==> config.mk <==
export PLATFORM = sky130hd
export DESIGN_NAME = roll_button_conditioner
export DESIGN_NICKNAME = d
export VERILOG_FILES = /design/src/rtl/roll_button_conditioner.sv
export SDC_FILE = /design/constraint.sdc
export NUM_CORES = 1
export LEC_CHECK = 0
export ABC_AREA = 1
export CORE_ASPECT_RATIO = 0.6
export CORE_MARGIN = 2
export CORE_UTILIZATION = 49
export CTS_CLUSTER_SIZE = 24
export DETAILED_ROUTE_END_ITERATION = 16
export DONT_BUFFER_PORTS = 1
export GPL_TIMING_DRIVEN = 0
export PLACE_DENSITY = 0.72
export SLEW_MARGIN = 20
export SYNTH_ARGS = -nofsm -noshare
export SYNTH_HDL_FRONTEND = slang
export SYNTH_SLANG_ARGS = --single-unit
export TNS_END_PERCENT = 5
==> constraint.sdc <==
create_clock -name clk -period 1.5 [get_ports clk]
set_input_delay 0.225 -clock clk [delete_from_list [all_inputs] [get_ports clk]]
set_output_delay 0.225 -clock clk [all_outputs]
set_load 0.02 [all_outputs]
==> src/rtl/roll_button_conditioner.sv <==
// Roll button synchroniser + debouncer: clean level plus press/release/long-press pulses.
// Press/release accepted DEBOUNCE_CYCLES+3 edges after the input settles; no backpressure, pulses are unconditional.
module roll_button_conditioner #(
  parameter int DEBOUNCE_CYCLES   = 500000,
  parameter int LONG_PRESS_CYCLES = 50000000
) (
  input  logic clk,
  input  logic reset,
  input  logic button_n,
  output logic pressed,
  output logic press_pulse,
  output logic release_pulse,
  output logic long_press,
  output logic held
);

  localparam int DW = $clog2(DEBOUNCE_CYCLES) + 1;
  localparam int HW = $clog2(LONG_PRESS_CYCLES) + 1;
  localparam logic [DW-1:0] DLAST = DW'(DEBOUNCE_CYCLES - 1);
  localparam logic [HW-1:0] HLAST = HW'(LONG_PRESS_CYCLES - 1);

  typedef enum logic [1:0] {
    S_RELEASED,
    S_PRESS_WAIT,
    S_PRESSED,
    S_RELEASE_WAIT
  } state_t;

  state_t state, state_nx;

  logic          ff1, b_s;
  logic [DW-1:0] dcnt, dcnt_nx;
  logic [HW-1:0] hcnt, hcnt_nx;
  logic          pressed_nx, press_pulse_nx, release_pulse_nx, long_press_nx, held_nx;

  always_ff @(posedge clk) begin
    if (!reset) begin
      ff1           <= 1'b1;
      b_s           <= 1'b1;
      state         <= S_RELEASED;
      dcnt          <= '0;
      hcnt          <= '0;
      pressed       <= 1'b0;
      press_pulse   <= 1'b0;
      release_pulse <= 1'b0;
      long_press    <= 1'b0;
      held          <= 1'b0;
    end else begin
      ff1           <= button_n;
      b_s           <= ff1;
      state         <= state_nx;
      dcnt          <= dcnt_nx;
      hcnt          <= hcnt_nx;
      pressed       <= pressed_nx;
      press_pulse   <= press_pulse_nx;
      release_pulse <= release_pulse_nx;
      long_press    <= long_press_nx;
      held          <= held_nx;
    end
  end

  always_comb begin
    state_nx = state;
    case (state)
      S_RELEASED:     if (!b_s) state_nx = S_PRESS_WAIT;
      S_PRESS_WAIT: begin
        if (b_s)                state_nx = S_RELEASED;
        else if (dcnt == DLAST) state_nx = S_PRESSED;
      end
      S_PRESSED:      if (b_s) state_nx = S_RELEASE_WAIT;
      S_RELEASE_WAIT: begin
        if (!b_s)               state_nx = S_PRESSED;
        else if (dcnt == DLAST) state_nx = S_RELEASED;
      end
      default:        state_nx = S_RELEASED;
    endcase
  end

  // Bounces back to PRESSED keep hcnt/held untouched, so a glitch only delays long_press.
  always_comb begin
    dcnt_nx          = dcnt;
    hcnt_nx          = hcnt;
    pressed_nx       = pressed;
    held_nx          = held;
    press_pulse_nx   = 1'b0;
    release_pulse_nx = 1'b0;
    long_press_nx    = 1'b0;
    case (state)
      S_RELEASED: begin
        if (!b_s) dcnt_nx = '0;
      end
      S_PRESS_WAIT: begin
        if (!b_s) begin
          if (dcnt == DLAST) begin
            pressed_nx     = 1'b1;
            press_pulse_nx = 1'b1;
            hcnt_nx        = '0;
          end else begin
            dcnt_nx = dcnt + DW'(1);
          end
        end
      end
      S_PRESSED: begin
        if (b_s) begin
          dcnt_nx = '0;
        end else if (!held) begin
          if (hcnt == HLAST) begin
            long_press_nx = 1'b1;
            held_nx       = 1'b1;
          end else begin
            hcnt_nx = hcnt + HW'(1);
          end
        end
      end
      S_RELEASE_WAIT: begin
        if (b_s) begin
          if (dcnt == DLAST) begin
            pressed_nx       = 1'b0;
            held_nx          = 1'b0;
            release_pulse_nx = 1'b1;
          end else begin
            dcnt_nx = dcnt + DW'(1);
          end
        end
      end
      default: begin
        dcnt_nx = '0;
      end
    endcase
  end

endmodule

Word-level counts from Yosys, hierarchy flattened
Cells that the tools add are included.

Register bits after elaboration: 56. Output and inout bits: 5. Logic and storage cells: 72.

Add/sub/neg operators: 2. Eq/ne operators: 16. Multiplexer cells: 29. Bitwise gates (word level): 3. Reduce and logical (&&, ||, !) cells: 12.

Operators with widths (number): two-way mux 27 bit (5); two-way mux 20 bit (5); one-hot mux 20 bit (4 select lines) (1); one-hot mux 27 bit (2 select lines) (1); adder 27 x 1 -> 27 bit (second input constant) (1); equality test 27 x 26 -> 1 bit (second input constant) (1); adder 20 x 1 -> 20 bit (second input constant) (1); equality test 20 x 19 -> 1 bit (second input constant) (1); != test 2 bit (second input constant) (9); two-way mux 2 bit (6); AND reduction 4 bit (3); two-way mux 1 bit (8); one-hot mux 2 bit (4 select lines) (1); != test 3 bit (second input constant) (2); AND reduction 6 bit (1); nonzero test 2 bit (3); AND reduction 5 bit (1); equality test 2 bit (second input constant) (2); one-hot mux 1 bit (2 select lines) (2); OR reduction 4 bit (1); NOT 1 bit (3); AND reduction 3 bit (1); OR reduction 3 bit (1); equality test 2 x 1 -> 1 bit (second input constant) (1); zero test 2 bit (1).

Longest topological paths before layout
Depth after elaboration: 5. Mapped depth: 12.

Least setup slack after synthesis
No wires, ideal clock.

Path type: flip-flop to flip-flop. From: register dcnt[0]. To: register hcnt[10]. Arrival: 1.445 ns. Required time: 1.368 ns. Setup slack: -0.077 ns. Stages on the path, launching flop included: 10. Cells stage by stage: dfxtp_1 ha_1 nand2_2 nor2_4 nand2_1 nor2_4 nand3_4 clkbuf_1 nand3_1 a21oi_1.

Longest elaborated chain between the ends: 3.

RTL lines: start, declared (RTL line 32) `logic [DW-1:0] dcnt, dcnt_nx;`; start signal, assigned (RTL line 52) `dcnt <= dcnt_nx;`; equality test 20 x 19 -> 1 bit (RTL line 94) `if (dcnt == DLAST) begin`; != test 2 bit (no line); AND reduction 6 bit (no line); end signal, assigned (RTL line 53) `hcnt <= hcnt_nx;`; end, declared (RTL line 33) `logic [HW-1:0] hcnt, hcnt_nx;`.

No other way between the ends. A chain may end at the register's enable or synchronous reset.

Worst setup path after layout
From: register dcnt[1]. To: register hcnt[24].

The elaborated chain is that of the path after synthesis.

==> results.txt <==
* Grt ovf: 0
- The setup path with the least slack is of type register to register.
* Required time of the critical path: 1.71 ns
- The worst setup path is launched from a register.
- Setup repair after global routing could not meet its margin everywhere.
* Setup WS post-layout: -0.220 ns
- Synthesis produced a netlist whose cell count is 578.
- The total area inside the core boundary comes to 6760 µm².
- Clock-pin transition on the worst setup and hold timing paths: 0.08 ns
- Highest Clock Rate: 0.582 GHz
- Area added between synthesis and finish: 18.8%
* Worst path top cell family by delay: simple AND/OR/NAND/NOR gates
* # Max-Cap Violations: 0
- Power density relative to cell area: 681 nW/µm²
- Port buffering added 0 buffers.
- Average routed wire per standard cell: 14.6 µm
- # placed instances: 665
- Final-report max-slew violation count: 0
- For this design, the slowest cell found on the critical path is sky130_fd_sc_hd__dfxtp_2.
* Arrival time of data at the critical path endpoint: 1.93 ns
* Main synth FF type: sky130_fd_sc_hd__dfxtp_1
- Cts bufs inserted: 5
- After detailed routing, the number of vias per cell comes to 5.49.
- Total power for the finished layout comes to 2800 µW.
- Number of global-route vias before repair: 3322
* Starting Density: 51.2%
- The post-route netlist has 19.5% of its cells at a drive strength greater than 1.
* Fillers: 622
* Maximum number of buffers from clock root to sink: 2
- The initial antenna violation count is 0.
* Result of the run: finished with violations
- In this design, the stage delay of the slowest critical-path cell is 0.35 ns.
- Prior to clock tree synthesis, the placed netlist has a worst setup slack of -0.401 ns.
- Post-synthesis register bit count: 56
- The worst-case IR drop observed on VDD is 0.590 mV.
- The critical path ends at hcnt[24].
- At the end of the flow, the number of nets in the layout was 613.
- Slew headroom: 64.2%
* Detail Placement HPWL: 7270 µm
- In this run the register-to-register setup slack is -0.22 ns.
- Transition time at the pin with the least slew margin: 0.537 ns
- The tree is rooted in a sky130_fd_sc_hd__clkbuf_16.
- 8 I/O pins were placed.
- Die Y-Extent: 69.1 µm
* Sink Count: 56
- The first global-routing pass estimated 16700 µm of wire.
* Fin crit share: 115%
- Post-CTS Hold Fix Bufs: 0
* Startpoint of the most critical register-to-register path: dcnt[1]
* Post-Syn Area: 3470 µm²
- Die outline area: 7780 µm²
- Chain of cells forming the critical path: ha_4, nand2_4, nor2_4, nand2_2, nor2_4, nand3_4, nand2_8, buf_8, nand2_1, nand2_1, nor2_1
- The sequential cells in the finished layout cover a total of 1150 µm².
* Static leakage: 0.00149 µW
- Post-synth cell types: 33
- Number of synthesized flops with an enable pin: 0
* Area occupied by multi-input gates: 2170 µm²
- Detailed routing inserted a total of 3819 vias.
- Drt drc: 0
- Each instance of the synthesized netlist takes up on average 6.00 µm².
* Total wirelength of the detailed-routed design: 10200 µm
- The floorplan has 23 rows.
- Clock insertion delay at the later pin of the skew report: 0.31 ns
* Weighted congestion reported at the end of routability-driven placement: 1.01
- In this run the most critical hold path is launched from button_n.
- In this run the number of cells on the critical path is 11.
- The worst setup path is captured at a register.
* Horizontal extent of the die: 113 µm
- The share of the Yosys chip area taken by registers is 32.3%.
- Endpoint of the lowest-slack register-to-register path: hcnt[24]
* Non-Filler Instances: 696
- Number of DRC violations after detailed-routing iteration 0: 397
- In this run the worst setup path begins at dcnt[1].
- Setup-failing EPs final: 50
* Cell count of the worst reg-to-reg path: 11
- On the final layout, the worst clock skew is 0.00810 ns.
* Total Routing Usage GR: 26.9%
- The first detailed-routing pass ran for 5 iterations.
- The H-tree was split into 2 levels.
- In the synthesized netlist the async set-or-reset flop fraction comes to 0%.
- Diodes inserted: 0
- The final reports fail on setup timing.
- Maximum number of pins on one net before global-route repair: 18
- Clock tree from TritonCTS: done
- Worst hold path class: input port to register
* Final-report hold violation count: 0
- Buffer and inverter count on the worst path: 1
- Synth warn: 0
- Remaining antenna violation count: 0
* Post-synthesis net count: 583
- Largest fanout on the critical path: 10
* Final Hold Slack: 0.0172 ns
* Min Tclk post-route: 1.72 ns
==> logic make-up (layout without fill, tap and decap cells) <==
group | Yosys count | in the layout | share of synthesized area [%]
flops | 56 | 56 | 32.3
compound gates | 45 | 45 | 6.86
simple gates | 392 | 392 | 49.0
fa+ha+maj | 2 | 2 | 0.722
buf+inv | 76 | 107 | 9.31
xor+xnor | 7 | 7 | 1.77
==> synthesized netlist by cell type (2+ instances only) <==
master	n	area, µm²
sky130_fd_sc_hd__buf_2	6	30.0
sky130_fd_sc_hd__buf_4	2	15.0
sky130_fd_sc_hd__nand4_1	10	62.6
sky130_fd_sc_hd__nor3b_1	2	15.0
sky130_fd_sc_hd__xor2_1	6	52.6
sky130_fd_sc_hd__nor2_2	2	12.5
sky130_fd_sc_hd__o21bai_1	3	22.5
sky130_fd_sc_hd__nand2_1	172	646
sky130_fd_sc_hd__inv_1	57	214
sky130_fd_sc_hd__nor2_1	118	443
sky130_fd_sc_hd__or2_2	3	18.8
sky130_fd_sc_hd__nand2_2	5	31.3
sky130_fd_sc_hd__nor3_1	6	30.0
sky130_fd_sc_hd__dfxtp_1	56	1120
sky130_fd_sc_hd__nand2_4	2	22.5
sky130_fd_sc_hd__inv_2	3	11.3
sky130_fd_sc_hd__a21oi_1	30	150
sky130_fd_sc_hd__nor3_2	2	20.0
sky130_fd_sc_hd__nand3b_1	2	15.0
sky130_fd_sc_hd__buf_6	3	33.8
sky130_fd_sc_hd__ha_1	2	25.0
sky130_fd_sc_hd__a31oi_1	2	12.5
sky130_fd_sc_hd__nor4_1	2	12.5
sky130_fd_sc_hd__nor2_4	4	45.0
sky130_fd_sc_hd__clkbuf_1	4	15.0
sky130_fd_sc_hd__o21ai_0	8	40.0
sky130_fd_sc_hd__nand3_1	60	300
==> timing repair <==
action                     CTS  global route
setup endpoints to repair   52            53
pin swaps                    7             3
buffers inserted            17             5
gates cloned                 1             0
resized for setup           37            30
==> placed cells by master (no fill, tap or decap), types with 4 or more instances in the layout <==
master and instances:
sky130_fd_sc_hd__nor2_2 17, sky130_fd_sc_hd__inv_1 56, sky130_fd_sc_hd__nor2_4 8, sky130_fd_sc_hd__dfxtp_2 19
sky130_fd_sc_hd__buf_4 25, sky130_fd_sc_hd__a21oi_1 29, sky130_fd_sc_hd__inv_2 4, sky130_fd_sc_hd__xor2_1 6
sky130_fd_sc_hd__nand2_1 166, sky130_fd_sc_hd__dfxtp_1 35, sky130_fd_sc_hd__nand2_2 9, sky130_fd_sc_hd__nand3_1 59
sky130_fd_sc_hd__nor3_1 4, sky130_fd_sc_hd__nor2_1 99, sky130_fd_sc_hd__nand4_1 10, sky130_fd_sc_hd__o21ai_0 7
sky130_fd_sc_hd__clkbuf_16 5
==> state kept, by name (all words and copies together), names as in the netlist, named ones only <==
name	flops
press_pulse	1
release_pulse	1
hcnt	27
long_press	1
ff1	1
dcnt	20
b_s	1
held	1
pressed	1
state	1
==> metal layers <==
layer	GRT usage, %	share of wire (%)	vias to the layer above
met3	6.68	11	13
met4	5.42	0.97	0
li1	-	-	1883
met2	35.9	39	164
met1	42.9	50	1759
met5	0	0	-
==> metrics by stage <==
| step | util (%) | TNS [ns] | instance area (µm²) |
|---|---|---|---|
| global placement | 53.2 | -10.83 | 3600 |
| global route | 60.9 | -12.69 | 4120 |
| finish | 60.9 | -7.21 | 4120 |
| floorplan | - | -0.0391 | 3490 |
| CTS | 59.2 | -5.97 | 4000 |
| detailed placement | 53.2 | -13.02 | 3600 |
==> power breakdown <==
group	switching (µW)	internal, µW
combinational	60.7	25.1
sequential	7.00	1490
clock	603	619
total	671	2130
==> area by class of cell <==
class | count | area share [%]
flip-flops and latches | 56 | 28.0
repair buffers | 23 | 4.68
inverters | 61 | 5.59
multi-input cells | 446 | 52.8
plain buffers | 15 | 2.83
clock buffers | 5 | 3.04
clock inverters | 3 | 0.456
well taps | 87 | 2.64
==> how the worst min path moves through the flow <==
| stage | endpoint | slack, ns | cells after the start |
|---|---|---|---|
| 2_1_floorplan | ff1 | 0.33 | 1 |
| 3_3_place_gp | ff1 | 0.33 | 1 |
| 3_5_place_dp | ff1 | 0.33 | 1 |
| 4_1_cts | ff1 | 0.02 | 1 |
| 5_1_grt | ff1 | 0.02 | 1 |
| 6_report | ff1 | 0.02 | 1 |
==> worst register-to-register path: cells and delay by family, from the launching register on <==
| family | cells | cell delay [ns] |
|---|---|---|
| adder cells (fa/ha/maj) | 1 | 0.16 |
| AND/OR/NAND/NOR | 9 | 0.96 |
| buffers and inverters | 1 | 0.17 |
| flip-flops | 1 | 0.35 |
(Power assumes the default switching activity.)
